### config.mk
export PLATFORM = sky130hd
export DESIGN_NAME = ask4_slicer
export DESIGN_NICKNAME = d
export VERILOG_FILES = /design/src/rtl/ask4_slicer.sv
export SDC_FILE = /design/constraint.sdc
export NUM_CORES = 1
export LEC_CHECK = 0
export ABC_AREA = 1
export CORE_AREA = 2 2 175 177
export DETAILED_ROUTE_END_ITERATION = 8
export DIE_AREA = 0 0 177 179
export MAX_ROUTING_LAYER = met4
export PLACE_DENSITY = 0.62
export SLEW_MARGIN = 20
export SYNTH_ARGS = -nofsm -noshare
export SYNTH_HDL_FRONTEND = slang
export SYNTH_SLANG_ARGS = --single-unit
### constraint.sdc
create_clock -name clk -period 5.2 [get_ports clk]
set_input_delay 1.04 -clock clk [delete_from_list [all_inputs] [get_ports clk]]
set_output_delay 1.04 -clock clk [all_outputs]
set_load 0.01 [all_outputs]
### src/rtl/ask4_slicer.sv
// 4-ASK symbol decision stage after the RX matched filter.
// Decimates to one sample per symbol, slices it, and tracks the reference level.
module ask4_slicer #(
    parameter int          SPS      = 4,
    parameter int          AVG_LOG2 = 10,
    parameter logic [17:0] REF_INIT = 18'd32768,
    localparam int         PW       = (SPS > 1) ? $clog2(SPS) : 1
) (
    input  logic          clk,
    input  logic          reset,
    input  logic          sam_clk_en,
    input  logic [17:0]   in,
    input  logic [PW-1:0] phase_sel,
    output logic          sym_valid,
    output logic [1:0]    sym_out,
    output logic [17:0]   sym_err,
    output logic [17:0]   ref_level,
    output logic          ref_valid
);

    localparam int AW = 18 + AVG_LOG2;

    logic [PW-1:0]       cnt_q;
    logic                strobe;

    logic                s1_v_q;
    logic signed [17:0]  x_q;
    logic [17:0]         a_q;
    logic [17:0]         abs_d;

    logic                sv_q;
    logic [1:0]          so_q;
    logic [17:0]         se_q;
    logic [1:0]          so_d;
    logic [17:0]         se_d;

    logic [AW-1:0]       acc_q;
    logic [AW-1:0]       acc_d;
    logic [AVG_LOG2-1:0] scnt_q;
    logic [17:0]         ref_q;
    logic                refv_q;

    logic signed [19:0]  xs;
    logic signed [19:0]  rs;
    logic signed [19:0]  hs;
    logic signed [19:0]  r3;
    logic signed [19:0]  ideal;
    logic signed [19:0]  err20;

    assign strobe = sam_clk_en && (cnt_q == phase_sel);

    // Magnitude of the input, with the most negative code clamped.
    always_comb begin
        abs_d = in;
        if (in[17]) begin
            if (in == 18'h20000) begin
                abs_d = 18'h1FFFF;
            end else begin
                abs_d = 18'(-$signed(in));
            end
        end
    end

    // Sample phase counter, advancing only on enabled samples.
    always_ff @(posedge clk) begin
        if (reset) begin
            cnt_q <= '0;
        end else if (sam_clk_en) begin
            if (cnt_q == PW'(SPS - 1)) begin
                cnt_q <= '0;
            end else begin
                cnt_q <= cnt_q + 1'b1;
            end
        end
    end

    // Stage 1: capture the decimated sample and its magnitude.
    always_ff @(posedge clk) begin
        if (reset) begin
            s1_v_q <= 1'b0;
            x_q    <= '0;
            a_q    <= '0;
        end else begin
            s1_v_q <= strobe;
            if (strobe) begin
                x_q <= $signed(in);
                a_q <= abs_d;
            end
        end
    end

    // Decision thresholds and ideal levels in 20 bits so nothing wraps.
    always_comb begin
        xs    = 20'(x_q);
        rs    = $signed({2'b00, ref_q});
        hs    = $signed({3'b000, ref_q[17:1]});
        r3    = rs + hs;
        so_d  = 2'b00;
        ideal = -r3;
        if (xs >= rs) begin
            so_d  = 2'b11;
            ideal = r3;
        end else if (xs >= 20'sd0) begin
            so_d  = 2'b10;
            ideal = hs;
        end else if (xs >= -rs) begin
            so_d  = 2'b01;
            ideal = -hs;
        end
        err20 = xs - ideal;
        if (err20 > 20'sd131071) begin
            se_d = 18'h1FFFF;
        end else if (err20 < -20'sd131072) begin
            se_d = 18'h20000;
        end else begin
            se_d = err20[17:0];
        end
    end

    // Stage 2: register the decision and its error, held between strobes.
    always_ff @(posedge clk) begin
        if (reset) begin
            sv_q <= 1'b0;
            so_q <= '0;
            se_q <= '0;
        end else begin
            sv_q <= s1_v_q;
            if (s1_v_q) begin
                so_q <= so_d;
                se_q <= se_d;
            end
        end
    end

    assign acc_d = acc_q + AW'(a_q);

    // Reference estimate: mean magnitude over each window of symbols.
    always_ff @(posedge clk) begin
        if (reset) begin
            acc_q  <= '0;
            scnt_q <= '0;
            ref_q  <= REF_INIT;
            refv_q <= 1'b0;
        end else if (s1_v_q) begin
            if (scnt_q == '1) begin
                ref_q  <= acc_d[AW-1:AVG_LOG2];
                acc_q  <= '0;
                scnt_q <= '0;
                refv_q <= 1'b1;
            end else begin
                acc_q  <= acc_d;
                scnt_q <= scnt_q + 1'b1;
            end
        end
    end

    assign sym_valid = sv_q;
    assign sym_out   = so_q;
    assign sym_err   = se_q;
    assign ref_level = ref_q;
    assign ref_valid = refv_q;

endmodule
## Word-level counts from Yosys, hierarchy flattened

Index checks and enable logic that the tools add are counted.

- Flip-flop bits (word level): 117
- Bits of input ports: 23
- Output and inout port bits: 40
- Word-level logic and storage cells: 44

- Add/sub/neg operators: 9
- Order comparisons: 5
- Equality and inequality tests: 4
- Muxes and demuxes: 13
- Reduce and logical (&&, ||, !) cells: 2

Operators by type and width:

| cell | number |
|---|---|
| 2-to-1 mux 18 bit | 4 |
| 2-to-1 mux 20 bit | 3 |
| adder 28 x 18 -> 28 bit | 1 |
| 2-to-1 mux 28 bit | 1 |
| >= comparator 18 x 20 -> 1 bit | 1 |
| greater-than comparator 20 x 18 -> 1 bit (second input constant) | 1 |
| less-than comparator 20 x 18 -> 1 bit (second input constant) | 1 |
| negator 17 -> 20 bit | 1 |
| negator 18 -> 20 bit | 1 |
| negator 19 -> 20 bit | 1 |
| subtractor 18 x 20 -> 20 bit | 1 |
| adder 18 x 17 -> 19 bit | 1 |
| >= comparator 18 x 19 -> 1 bit | 1 |
| == test 18 bit (second input constant) | 1 |
| >= comparator 18 x 1 -> 1 bit (second input constant) | 1 |
| negator 18 bit | 1 |
| adder 10 x 1 -> 10 bit (second input constant) | 1 |
| == test 10 bit (second input constant) | 1 |
| 2-to-1 mux 10 bit | 1 |
| 2-to-1 mux 2 bit | 3 |
| adder 2 x 1 -> 2 bit (second input constant) | 1 |
| == test 2 bit | 1 |
| == test 2 bit (second input constant) | 1 |
| AND reduction 2 bit | 1 |
| 2 further kinds | 2 |

## Depth between registers and ports, before layout

- Depth in word-level cells: 9
- Mapped depth: 45
- Mapped depth without buffers: 43

## Worst setup path after synthesis

OpenSTA, ideal clock, no wires.

- Path type: reg-to-reg
- Start: register ref_q[2] (netlist: ref_level[2])
- End: register se_q[15] (netlist: sym_err[15])
- Library setup time: 0.066 ns
- Arrival: 5.128 ns
- Data required time: 5.134 ns
- Slack: 0.006 ns
- Stages on the path, launching flop included: 42
- Buffers on the path: 2
- Period minus slack after synthesis: 5.194 ns
- Path through: dfxtp_1 inv_1 ha_1 nand3_1 inv_1 nand3_1 inv_1 nand2_1 inv_1 nand3_1 nor2_1 inv_1 nor2_1 ha_1 nand2_1 nor2_1 nand2_1 nor2_1 (+6 left out) clkbuf_1 o21ai_0 nand2_1 o21ai_0 ha_1 nand2_1 inv_1 nand2_1 nand2_1 a211o_1 nand2_1 nand3_1 xor2_1 or2_2 nand2_4 buf_8 nand2_1 a21oi_2

- Word-level cells in the longest chain between the ends: 9
- Elaborated cells between the ends (all ways): 14
- Classes of those cells: 5 x add/sub; 4 x order compare; 5 x mux

RTL lines:

| what | line | text |
|---|---|---|
| start: declaration | 40 | `logic [17:0] ref_q;` |
| start signal: assignment | 146 | `ref_q <= acc_d[AW-1:AVG_LOG2];` |
| adder 18 x 17 -> 19 bit / negator 18 -> 20 bit (equally long branches) | 97, 106 |  |
| negator 19 -> 20 bit / >= comparator 18 x 20 -> 1 bit (equally long branches) | 99, 106 |  |
| 2-to-1 mux 20 bit | 106 | `end else if (xs >= -rs) begin` |
| 2-to-1 mux 20 bit | 103 | `end else if (xs >= 20'sd0) begin` |
| 2-to-1 mux 20 bit (*) | 100 | `if (xs >= rs) begin` |
| subtractor 18 x 20 -> 20 bit (*) | 110 | `err20 = xs - ideal;` |
| less-than comparator 20 x 18 -> 1 bit | 113 | `end else if (err20 < -20'sd131072) begin` |
| 2-to-1 mux 18 bit | 113 |  |
| 2-to-1 mux 18 bit (*) | 111 | `if (err20 > 20'sd131071) begin` |
| end signal: assignment | 125 | `se_q <= '0;` |
| end signal: assignment | 130 | `se_q <= se_d;` |
| end: declaration | 33 | `logic [17:0] se_q;` |

Mark *: on every way between the ends. The rest lies on a longest branch, timed or not.
A chain may end at the register's enable or synchronous reset.

## Final worst setup path

- Start: register ref_q[2] (netlist: ref_level[2])
- End: register se_q[3] (netlist: sym_err[3])

The elaborated chain is that of the path after synthesis.

==> impl_metrics.yaml <==
status:
  run_status: "finished clean"
grt:
  grt_pass1_wl_um: 55100
  grt_antenna_before_repair: 0
  globalRouteTotalUtil_pct: 23.2
  first_global_vias: 10400
  grt_start_max_net_pins: 55
  gr-total-overflow: 0
synth:
  synth.ff_latch_count: 117
  synth_edf_count: 0
  synthArstFlopShare_pct: 0
  synth.net_count: 1724
  ys_dominant_reg_cell: "dfxtp_1"
  synth_warnings: 0
  post_synth_inst_count: 1583
  synth.top_cell.area_share_pct: 22.7
  synth_area_per_cell_um2: 6.53
  synthDistinctLibCells: 53
  synth.yosys.seq_area_share_pct: 22.7
  synth.largest_area_cell: "dfxtp_1"
  post_synth_design_cell_area_mm2: 0.0103
  synth_area_leaders: "dfxtp_1 (23%), nand2_1 (14%), ha_1 (14%), a21oi_1 (6.9%), inv_1 (6.6%)"
clock_network:
  tritoncts: "built"
  clock_insertion_delay_worst_skew_ns: 0.43
  cts_hold_repair.buffers: 0
  h-tree-depth: 4
  cts_buffers: 17
  clkTransAtPathRegs_ns: 0.06
  cts-root-to-sink-buffers: 2
  cts-root-buf: "clkbuf_16"
  cts.sinks: 117
sta:
  max_clock_freq_mhz: 202
  hold_viol_final: 0
  maxSlewViolCount: 0
  final_period_minus_worst_setup_slack_ns: 4.94
  tightestPinTransition_ns: 1.08
  setup_violations: 0
  finClkSkew_ns: 0.0123
  final_cycle_utilization_of_the_critical_path_pct: 95.1
  timing.slew.headroom_pct: 27.9
route:
  total_vias_in_the_final_route: 11000
  routed_via_count_divided_by_cell_count: 5.17
  initialDrtViolationCount: 794
  drtPass1Iterations: 5
  remaining_drc_errors: 0
  wirelength_um: 35800
  drt-wirelength-per-cell_um: 16.8
  route.antenna.remaining_nets: 0
critical_path:
  cp_data_arrival_time_ns: 5.26
  critical_path.endpoint_type: "register"
  crit_required_ns: 5.52
  worst_r2r_start: "ref_level[2]"
  timing.critical_path.fanout_max: 8
  crit_path_top_delay_cell: "ha_1"
  crit_path_start: "ref_level[2]"
  crit_path_start_kind: "register"
  critPathMostFrequentCell: "inv_2"
  criticalPathCategory: "register to register"
  critical_path.max_stage_delay_ns: 0.36
die:
  placement_rows: 64
  die_width_um: 177
  top_level_ports: 63
  die_h_um: 179
  core_area_mm2: 0.0300
  dieArea_mm2: 0.0317
  initial_core_util_pct: 34.4
placement:
  post-dp-hpwl_um: 28100
  place.port_buffers: 62
  placedInstanceArea_mm2: 0.0118
  place.gp.congestion: 0.995
power:
  power_report.internal_total_uw: 2140
  post-layout-total-power_uw: 3310
  switching_power_uw: 1170
  power_density_mw_per_mm2: 252
  leakage_uw: 0.00615
  seq_power_share_pct: 29.5
  netSwitchingFraction_pct: 35.4
  power.share.clock_pct: 37.0
  power_frac_comb_pct: 33.5
  power.ir.vdd_worst_mv: 0.171
cells_and_area:
  syn2layout_area_growth_pct: 27.2
  antenna_cells: 0
  layout-drive-gt1-share_pct: 15.3
  fillCellCount: 3132
  stdcell_area_mm2: 0.0131
  nNetsFinal: 1858
worst_hold_path:
  min_from: "acc_q[25]"
  hold_path.class: "register to register"
run:
  max_cap_viol_count: 0
[critical path: cells and delay by family (launching register included)]
kind | cells | cell delay, ns
XOR/XNOR | 1 | 0.16
multiplexers | 1 | 0.18
AO/OA/AOI/OAI | 4 | 0.49
buffers and inverters | 10 | 0.93
flip-flops | 1 | 0.33
AND/OR/NAND/NOR | 21 | 1.91
adder cells (fa/ha/maj) | 3 | 0.84
[timing repair]
| item | in CTS | in global routing |
|---|---|---|
| cloned | 1 | 3 |
| resized for setup | 16 | 126 |
| buffers inserted | 4 | 15 |
| pin swaps | 3 | 30 |
| setup endpoints to repair | 17 | 18 |
[cell type report]
class	count	area, um2	area share (%)
timing repair buffer	155	1410	10.8
multi-input combinational	1242	7570	57.6
inverter	184	703	5.35
clock inverter	13	159	1.21
clock buffer	19	453	3.44
tap	396	495	3.77
sequential	117	2350	17.9
[final timing paths]
| check | to | depth (start not counted) | slack (ns) |
|---|---|---|---|
| worst max register to register | sym_err[3] | 40 | 0.26 |
| worst min-delay path | acc_q[25] | 2 | 0.47 |
| worst max-delay path | sym_err[3] | 40 | 0.26 |
| worst min register to register | acc_q[25] | 2 | 0.47 |
[power by group through the flow]
stage | Clock, uW | Combinational (uW) | Sequential [uW]
2_1_floorplan | 0 | 668 | 975
3_3_place_gp | 0 | 928 | 995
3_5_place_dp | 0 | 938 | 995
4_1_cts | 1240 | 975 | 975
5_1_grt | 1290 | 1230 | 980
6_report | 1230 | 1110 | 977
[synthesized netlist by cell type (2+ instances only)]
master and count:
xnor2_1 15, dfxtp_1 117, clkbuf_8 2, clkbuf_1 33, or2_2 10, o21ai_0 124, nor4_1 9, inv_1 181
nand2_2 5, a211oi_1 3, nand4_1 24, buf_2 2, a31oi_1 13, o221ai_1 4, a21o_1 7, nor2_1 132
nor2_2 3, o211ai_1 12, nand2_4 2, nand2_1 395, a21oi_2 10, o21bai_1 7, nor3_1 24, fa_1 3
nor3b_1 4, nand3_2 5, clkinv_1 2, and2_1 3, xor2_1 63, a21oi_1 142, nand3_1 79, buf_6 2
o22ai_1 4, nor2_4 3, nand3b_1 7, ha_1 115
[sequential cells by signal, indices dropped and copies added, names as in the netlist, 2 cells and up]
register,count
a_q,18
sym_out,2
x_q,18
acc_q,28
scnt_q,10
ref_level,18
sym_err,18
cnt_q,2
[metrics by stage]
step	worst slack, ns	hold slack (ns)	util [%]	TNS, ns	cells
finish	0.257	0.467	43.8	0	2126
floorplan	0.00588	0.439	-	0	1583
global placement	-0.0609	0.444	39.3	-0.956	2071
CTS	0.0344	0.465	41.6	0	2108
detailed placement	-0.140	0.456	39.3	-2.20	2071
global route	-0.0804	0.481	43.8	-1.11	2126
[metal layers]
metal  wire length [um]  part of all wire (%)  vias to the layer above  global-route usage, %
li1                   -                     -                     5542                      -
met4               1140                   3.2                        0                   8.16
met5                  0                     0                        -                      -
met2              17100                    48                      304                   39.1
met3               2200                   6.2                       66                   4.07
met1              15400                    43                     5090                   27.7
[placed cells by master, fill, tap and decap left out, types with 8 or more instances in the layout]
master / instances
a21oi_1: 133
a21oi_2: 19
a31oi_1: 10
buf_4: 83
clkbuf_16: 20
clkdlybuf4s50_1: 61
dfxtp_1: 110
ha_1: 102
ha_4: 8
inv_1: 168
inv_2: 9
nand2_1: 378
nand2_2: 18
nand3_1: 70
nand3_2: 10
nand4_1: 24
nor2_1: 121
nor2_2: 10
nor3_1: 22
o211ai_1: 12
o21ai_0: 110
o21ai_1: 9
or2_2: 9
xnor2_1: 15
xor2_1: 61
[logic make-up (layout without fill, tap and decap cells)]
kind of cell,count (synthesis),count (layout),synth area share (%)
AOI/OAI and AO/OA,333,333,17.8
xor gates and xnor gates,79,79,6.76
adders and majority gates,118,118,14.5
buffers and inverters,225,371,8.64
DFF,117,117,22.7
muxes,1,1,0.0968
and+or+nand+nor,710,711,29.6
Power figures use the tool's default switching activity.
